**src/rtl/tdc_event_collector.sv**
```systemverilog
// tdc_event_collector
// Collects finished measurements from N_CH TDC channels. Each capture is
// tagged with its channel index and a free-running timestamp, held per
// channel, then moved round-robin into a shared FIFO. The FIFO is read out
// through a first-word-fall-through valid/ready stream. Captures lost to a
// busy channel are counted in a saturating drop counter.
module tdc_event_collector #(
  parameter int  N_CH   = 4,
  parameter int  DIG_W  = 24,
  parameter int  TS_W   = 16,
  parameter int  DEPTH  = 16,
  parameter int  DROP_W = 8,
  localparam int CH_W   = (N_CH > 1) ? $clog2(N_CH) : 1,
  localparam int LVL_W  = $clog2(DEPTH) + 1,
  localparam int REC_W  = CH_W + TS_W + DIG_W
) (
  input  logic                    clk,
  input  logic                    iRst_n,
  input  logic                    iEnable,
  input  logic                    iMode,
  input  logic                    iArm,
  input  logic                    iFlush,
  input  logic [N_CH-1:0]         iDone,
  input  logic [N_CH*DIG_W-1:0]   iTDC,
  output logic [REC_W-1:0]        oData,
  output logic                    oValid,
  input  logic                    iReady,
  output logic [LVL_W-1:0]        oLevel,
  output logic [DROP_W-1:0]       oDrop,
  output logic [N_CH-1:0]         oArmed
);

  localparam int AW = $clog2(DEPTH);

  // Free-running capture timestamp
  logic [TS_W-1:0]   ts_reg;

  // Per-channel holding stage
  logic [N_CH-1:0]   pending_reg;
  logic [N_CH-1:0]   pending_next;
  logic [DIG_W-1:0]  res_hold_reg [N_CH];
  logic [TS_W-1:0]   ts_hold_reg  [N_CH];
  logic [N_CH-1:0]   armed_reg;
  logic [N_CH-1:0]   armed_next;

  // Per-channel decode of this cycle's events
  logic [N_CH-1:0]   attempt_vec;
  logic [N_CH-1:0]   accept_vec;
  logic [N_CH-1:0]   drop_vec;
  logic [N_CH-1:0]   granted_vec;

  // Round-robin arbiter
  logic [CH_W-1:0]   ptr_reg;
  logic              grant_found;
  logic [CH_W-1:0]   grant_idx;
  logic              grant_en;
  logic [REC_W-1:0]  grant_rec;

  // Loss accounting
  logic [DROP_W-1:0] drop_reg;

  // Record FIFO
  logic [REC_W-1:0]  mem [DEPTH];
  logic [AW-1:0]     wr_ptr_reg;
  logic [AW-1:0]     rd_ptr_reg;
  logic [LVL_W-1:0]  count_reg;
  logic [REC_W-1:0]  data_reg;
  logic              fifo_full;
  logic              fifo_empty;
  logic              wr_en;
  logic              rd_en;

  assign fifo_full  = (count_reg == LVL_W'(DEPTH));
  assign fifo_empty = (count_reg == '0);

  // Timestamp counter; wraps naturally and is deliberately left running on flush
  always_ff @(posedge clk or negedge iRst_n) begin
    if (!iRst_n) begin
      ts_reg <= '0;
    end else begin
      ts_reg <= ts_reg + 1'b1;
    end
  end

  // Round-robin search: first pending channel strictly after the last grant
  always_comb begin
    grant_found = 1'b0;
    grant_idx   = '0;
    for (int i = 1; i <= N_CH; i++) begin
      if (!grant_found && pending_reg[(int'(ptr_reg) + i) % N_CH]) begin
        grant_found = 1'b1;
        grant_idx   = CH_W'((int'(ptr_reg) + i) % N_CH);
      end
    end
  end

  // A grant is only issued when the FIFO has room; flush suppresses everything
  assign grant_en  = grant_found && !fifo_full && !iFlush;
  assign grant_rec = {grant_idx, ts_hold_reg[grant_idx], res_hold_reg[grant_idx]};

  // Per-channel capture decode. A channel that is granted this cycle frees its
  // holding register, so a coincident capture is accepted instead of dropped.
  genvar gi;
  generate
    for (gi = 0; gi < N_CH; gi++) begin : g_ch
      assign granted_vec[gi] = grant_en && (grant_idx == CH_W'(gi));
      assign attempt_vec[gi] = iEnable && iDone[gi] && armed_reg[gi] && !iFlush;
      assign accept_vec[gi]  = attempt_vec[gi] && (!pending_reg[gi] || granted_vec[gi]);
      assign drop_vec[gi]    = attempt_vec[gi] && pending_reg[gi] && !granted_vec[gi];
    end
  endgenerate

  // Pending flags: set by an accepted capture, cleared by a grant or a flush
  always_comb begin
    pending_next = pending_reg;
    if (iFlush) begin
      pending_next = '0;
    end else begin
      pending_next = (pending_reg & ~granted_vec) | accept_vec;
    end
  end

  // Arm state: continuous mode keeps every channel armed; single-shot
  // consumes the arm on any capture attempt until the next iArm pulse
  always_comb begin
    armed_next = armed_reg;
    if (iFlush) begin
      armed_next = armed_reg;
    end else if (!iMode) begin
      armed_next = '1;
    end else if (iArm) begin
      armed_next = '1;
    end else begin
      armed_next = armed_reg & ~attempt_vec;
    end
  end

  // Holding registers, pending flags and arm flags
  always_ff @(posedge clk or negedge iRst_n) begin
    if (!iRst_n) begin
      pending_reg <= '0;
      armed_reg   <= '1;
      for (int k = 0; k < N_CH; k++) begin
        res_hold_reg[k] <= '0;
        ts_hold_reg[k]  <= '0;
      end
    end else begin
      pending_reg <= pending_next;
      armed_reg   <= armed_next;
      for (int k = 0; k < N_CH; k++) begin
        if (accept_vec[k]) begin
          res_hold_reg[k] <= iTDC[k*DIG_W +: DIG_W];
          ts_hold_reg[k]  <= ts_reg;
        end
      end
    end
  end

  // Arbiter pointer: remembers the last granted channel
  always_ff @(posedge clk or negedge iRst_n) begin
    if (!iRst_n) begin
      ptr_reg <= CH_W'(N_CH - 1);
    end else if (iFlush) begin
      ptr_reg <= CH_W'(N_CH - 1);
    end else if (grant_en) begin
      ptr_reg <= grant_idx;
    end
  end

  // Drop counter: one step per cycle with any loss, saturating at all ones
  always_ff @(posedge clk or negedge iRst_n) begin
    if (!iRst_n) begin
      drop_reg <= '0;
    end else if (iFlush) begin
      drop_reg <= '0;
    end else if ((|drop_vec) && (drop_reg != {DROP_W{1'b1}})) begin
      drop_reg <= drop_reg + 1'b1;
    end
  end

  assign wr_en = grant_en;
  assign rd_en = !fifo_empty && iReady && !iFlush;

  // FIFO storage array, write port only
  always_ff @(posedge clk) begin
    if (wr_en) begin
      mem[wr_ptr_reg] <= grant_rec;
    end
  end

  // FIFO pointers and occupancy
  always_ff @(posedge clk or negedge iRst_n) begin
    if (!iRst_n) begin
      wr_ptr_reg <= '0;
      rd_ptr_reg <= '0;
      count_reg  <= '0;
    end else if (iFlush) begin
      wr_ptr_reg <= '0;
      rd_ptr_reg <= '0;
      count_reg  <= '0;
    end else begin
      if (wr_en) begin
        wr_ptr_reg <= wr_ptr_reg + 1'b1;
      end
      if (rd_en) begin
        rd_ptr_reg <= rd_ptr_reg + 1'b1;
      end
      count_reg <= count_reg + LVL_W'(wr_en) - LVL_W'(rd_en);
    end
  end

  // Head-of-queue output register. A write into an empty (or emptying) FIFO
  // bypasses straight to the head; otherwise the next entry is read from the
  // array on a pop. With nothing to show, the last value is held.
  always_ff @(posedge clk or negedge iRst_n) begin
    if (!iRst_n) begin
      data_reg <= '0;
    end else if (!iFlush) begin
      if (wr_en && (fifo_empty || (rd_en && (count_reg == LVL_W'(1))))) begin
        data_reg <= grant_rec;
      end else if (rd_en && (count_reg > LVL_W'(1))) begin
        data_reg <= mem[rd_ptr_reg + 1'b1];
      end
    end
  end

  assign oData  = data_reg;
  assign oValid = !fifo_empty;
  assign oLevel = count_reg;
  assign oDrop  = drop_reg;
  assign oArmed = armed_reg;

endmodule

```
**config.mk**
```make
export PLATFORM = sky130hd
export DESIGN_NAME = tdc_event_collector
export DESIGN_NICKNAME = d
export VERILOG_FILES = /design/src/rtl/tdc_event_collector.sv
export SDC_FILE = /design/constraint.sdc
export NUM_CORES = 1
export LEC_CHECK = 0
export ABC_AREA = 1
export ABC_CLOCK_PERIOD_IN_PS = 6420
export BUFFER_PORTS_ARGS = -buffer_cell sky130_fd_sc_hd__buf_2
export CORE_MARGIN = 2
export CORE_UTILIZATION = 55
export CTS_CLUSTER_DIAMETER = 200
export CTS_CLUSTER_SIZE = 20
export DETAILED_ROUTE_END_ITERATION = 7
export PLACE_DENSITY = 0.84
export SYNTH_ARGS = -nofsm -noshare
export SYNTH_HDL_FRONTEND = slang
export SYNTH_SLANG_ARGS = --single-unit
```
**constraint.sdc**
```tcl
create_clock -name clk -period 6.42 [get_ports clk]
set_clock_uncertainty 0.05 [all_clocks]
set_input_delay 0.963 -clock clk [delete_from_list [all_inputs] [get_ports clk]]
set_output_delay 0.963 -clock clk [all_outputs]
set_load 0.1 [all_outputs]
```
==> flow_metrics.py <==
metrics = {
    "status": {
        "outcome": "complete, no violations",
    },
    "grt": {
        "top_usage_layer": "met2",
        "grt-ovfl-total": 0,
        "grtUsageMet2_pct": 44.4,
        "track_usage_pct": 27.0,
        "grt_pass1_wl_mm": 146,
        "met1_usage_pct": 36.2,
        "first_global_vias": 25484,
        "antenna_found_initial": 0,
        "grt_max_degree": 183,
        "grt_use_met3_pct": 4.02,
    },
    "timing": {
        "finalSetupViolations": 0,
        "rsz0062_at_grt": "no",
        "hold_viol_final": 0,
        "timing.fmax_mhz": 242,
        "fin_crit_ps": 4130,
        "slew_headroom_pct": 12.6,
        "min_period_over_period_pct": 64.3,
        "drv_slew": 0,
        "finalSetupTns_ps": 0,
        "worstMarginPinSlew_ps": 1310,
    },
    "power": {
        "swShare_pct": 40.8,
        "power_frac_clock_pct": 17.7,
        "ir_drop_mv": 0.474,
        "power.density_nw_per_um2": 479,
        "power_frac_comb_pct": 37.1,
        "p_sw_mw": 7.92,
        "p_leak_nw": 15.2,
        "seq_power_share_pct": 45.1,
        "power.internal_mw": 11.5,
    },
    "placed_design": {
        "hpwl_mm": 51.9,
        "routabilityCongestion": 0.821,
        "io_buffers": 166,
    },
    "logic_synthesis": {
        "synthTopCellsByArea": "edfxtp_1, dfrtp_1, o21ai_0",
        "syn_nets": 3247,
        "syn_inst": 3124,
        "syn_area_per_cell_sq_um": 12.0,
        "netlist_area_sq_um": 37500,
        "yosysTopAreaCell": "edfxtp_1",
        "ys_seq_area_share_pct": 70.4,
        "netlist.area_leader.share_pct": 53.8,
        "yosys_warnings": 0,
        "synth_cell_types": 45,
        "ys_ff_latch": 921,
    },
    "drt": {
        "wl_per_cell_um": 23.3,
        "dr.pass1.iters": 5,
        "ant_nets": 0,
        "drt-total-wl_mm": 95.4,
        "vias": 26077,
        "drc": 0,
        "initialDrtViolationCount": 3320,
        "via_per_inst": 6.37,
    },
    "cts": {
        "htreeDepth": 2,
        "clk_latency_ps": 620,
        "cts.hold.buffers_added": 0,
        "path_clk_slew_ps": 80,
        "cts-root-buf": "clkbuf_16",
        "cts.path.max_buffers": 3,
        "cts-resized-gates": 0,
        "cts_setup_buffers": 0,
        "cts_buffers": 52,
        "cts.sinks": 921,
        "cts_tree": "done",
    },
    "floorplanning": {
        "die-area_sq_um": 70400,
        "rows": 95,
        "core_sq_um": 67400,
        "die_y_um": 265,
        "io_pins": 167,
        "start_util_pct": 55.7,
        "die_width_um": 265,
    },
    "worst_setup_path": {
        "regToRegEndpoint": "oData[19]",
        "crit_chain": "ha_4, inv_6, buf_4, o21ai_0, o221ai_1, o21ai_0, nand2_1, nand2_1, o21ai_0, nand2_1, nand2_1",
        "cpMostUsedCell": "nand2_1",
        "crit_path_start": "rd_ptr_reg[0]",
        "path_class": "reg -> reg",
        "cp.arrival_ps": 4650,
        "r2r_cells": 11,
        "required_ps": 6940,
        "reg2reg_slack_ps": 2290,
        "critical_path.max_fanout": 140,
        "cp-start-kind": "flop",
        "endpoint_kind": "flop",
        "critPathMaxStageDelay_ps": 1030,
        "crit_slowest_cell": "dfrtp_4",
        "crit_end": "oData[19]",
        "rr_startpoint": "rd_ptr_reg[0]",
    },
    "finish": {
        "largest_reg_flops": 672,
        "seq_area_sq_um": 26400,
        "antenna_cells": 0,
        "area.growth.synth_to_final_pct": 7.99,
        "fillerInstances": 4900,
        "multiInputGateArea_sq_um": 9920,
        "drive_above_1_share_pct": 12.1,
        "postLayoutCoreUtil_pct": 60.2,
        "nets": 3304,
    },
    "job": {
        "drv_cap": 0,
    },
    "hold_path": {
        "hold_class": "in -> async",
    },
}
## critical path, delay by kind of cell (launching register included)
| kind | cells | cell delay [ps] |
|---|---|---|
| flip-flops | 1 | 1030 |
| AO/OA/AOI/OAI | 4 | 720 |
| adder cells (fa/ha/maj) | 1 | 470 |
| buffers and inverters | 2 | 1300 |
| AND/OR/NAND/NOR | 4 | 410 |
## metal layers
layer / up-vias / wire length (um)
met3: 310 / 10800
met1: 12640 / 34700
met4: 0 / 4270
met5: - / 0
met2: 1801 / 45600
li1: 11326 / -
## metrics by stage
stage	hold slack [ps]	cell area (sq um)	worst slack, ps	power (mW)	cells
floorplan	392	37500	1130	13.7	3124
CTS	252	40500	2410	19.3	4094
detailed placement	409	39000	2160	15.9	4000
global route	281	40500	2060	20.3	4094
finish	241	40500	2290	19.4	4094
global placement	404	39000	2280	15.6	4000
## how the worst min path moves through the flow
stage / startpoint / to / slack [ps] / cells after the start
floorplan: res_hold_reg[0] / res_hold_reg[0] / 390 / 2
global placement: res_hold_reg[61] / res_hold_reg[61] / 400 / 2
detailed placement: res_hold_reg[53] / res_hold_reg[53] / 410 / 2
CTS: iRst_n / res_hold_reg[7] / 250 / 1
global route: iRst_n / ts_hold_reg[62] / 280 / 1
finish: iRst_n / res_hold_reg[7] / 240 / 1
## cells in the mapped netlist
| library cell | n |
|---|---|
| o21ai_2 | 6 |
| nand2_1 | 441 |
| o21ai_1 | 19 |
| dfrtp_1 | 243 |
| nand3_1 | 122 |
| a21oi_1 | 43 |
| buf_8 | 1 |
| nor3_1 | 18 |
| o22ai_1 | 91 |
| nand4_1 | 20 |
| nand2_2 | 16 |
| dfstp_2 | 6 |
| a31o_2 | 1 |
| inv_4 | 1 |
| buf_1 | 6 |
| nor2_1 | 384 |
| o21ai_0 | 492 |
| mux2_2 | 36 |
| buf_2 | 48 |
| o21ai_4 | 1 |
| xor2_1 | 18 |
| o21bai_1 | 4 |
| buf_4 | 5 |
| clkbuf_1 | 128 |
| clkinv_1 | 1 |
| inv_6 | 1 |
| nor2_2 | 2 |
| fa_1 | 1 |
| nor2_4 | 3 |
| nand3_4 | 2 |
| inv_2 | 9 |
| buf_6 | 14 |
| mux2_4 | 8 |
| o221ai_1 | 84 |
| nand3b_1 | 3 |
| a31oi_1 | 4 |
| nand3_2 | 2 |
| a22oi_1 | 36 |
| inv_1 | 90 |
| nand2_4 | 7 |
| o221a_2 | 3 |
| xnor2_1 | 2 |
| edfxtp_1 | 672 |
| a22o_1 | 15 |
| ha_1 | 15 |
## power by group through the flow
stage | Sequential [mW] | Clock, mW | Combinational [mW]
final | 8.76 | 3.44 | 7.21
after global routing | 8.82 | 3.65 | 7.78
after CTS | 8.74 | 3.46 | 7.09
after detailed placement | 8.87 | 0 | 7.05
after global placement | 8.85 | 0 | 6.79
after floorplan | 9.65 | 0 | 4.04
## logic make-up (layout without fill, tap and decap cells)
kind of cell / after synthesis / after routing / share of synthesized area, %
simple gates: 1020 / 1020 / 11.3
mux: 44 / 44 / 1.40
xor+xnor: 20 / 20 / 0.467
compound gates: 799 / 799 / 12.4
buf+inv: 304 / 401 / 3.58
fa+ha+maj: 16 / 16 / 0.553
flops: 921 / 921 / 70.4
## placed cells by master, fill, tap and decap left out, types with 3 or more instances in the layout
cell type | synthesis | final
a21oi_1 | 43 | 43
a22o_1 | 15 | 15
a22oi_1 | 36 | 36
a31oi_1 | 4 | 4
buf_12 | 0 | 3
buf_2 | 48 | 165
buf_4 | 5 | 36
clkbuf_1 | 128 | 38
clkbuf_16 | 0 | 54
clkinv_1 | 1 | 3
dfrtp_1 | 243 | 242
dfstp_2 | 6 | 6
edfxtp_1 | 672 | 672
ha_1 | 15 | 14
inv_1 | 90 | 86
inv_2 | 9 | 9
mux2_2 | 36 | 36
mux2_4 | 8 | 8
nand2_1 | 441 | 440
nand2_2 | 16 | 17
nand2_4 | 7 | 7
nand3_1 | 122 | 121
nand3_2 | 2 | 3
nand3b_1 | 3 | 3
nand4_1 | 20 | 20
nor2_1 | 384 | 380
nor2_4 | 3 | 8
nor3_1 | 18 | 6
nor3_2 | 0 | 12
o21ai_0 | 492 | 492
o21ai_1 | 19 | 19
o21ai_2 | 6 | 6
o21bai_1 | 4 | 4
o221a_2 | 3 | 3
o221ai_1 | 84 | 84
o22ai_1 | 91 | 91
xor2_1 | 18 | 17
## cell type report
type	instances	share of cell area, %
flip-flops and latches	921	65.2
clock inverters	2	0.0895
repair buffers	205	2.89
clock buffers	92	3.69
well taps	873	2.69
inverters	102	0.994
multi-input cells	1899	24.5
No activity file was read; power rests on OpenSTA's default activity.
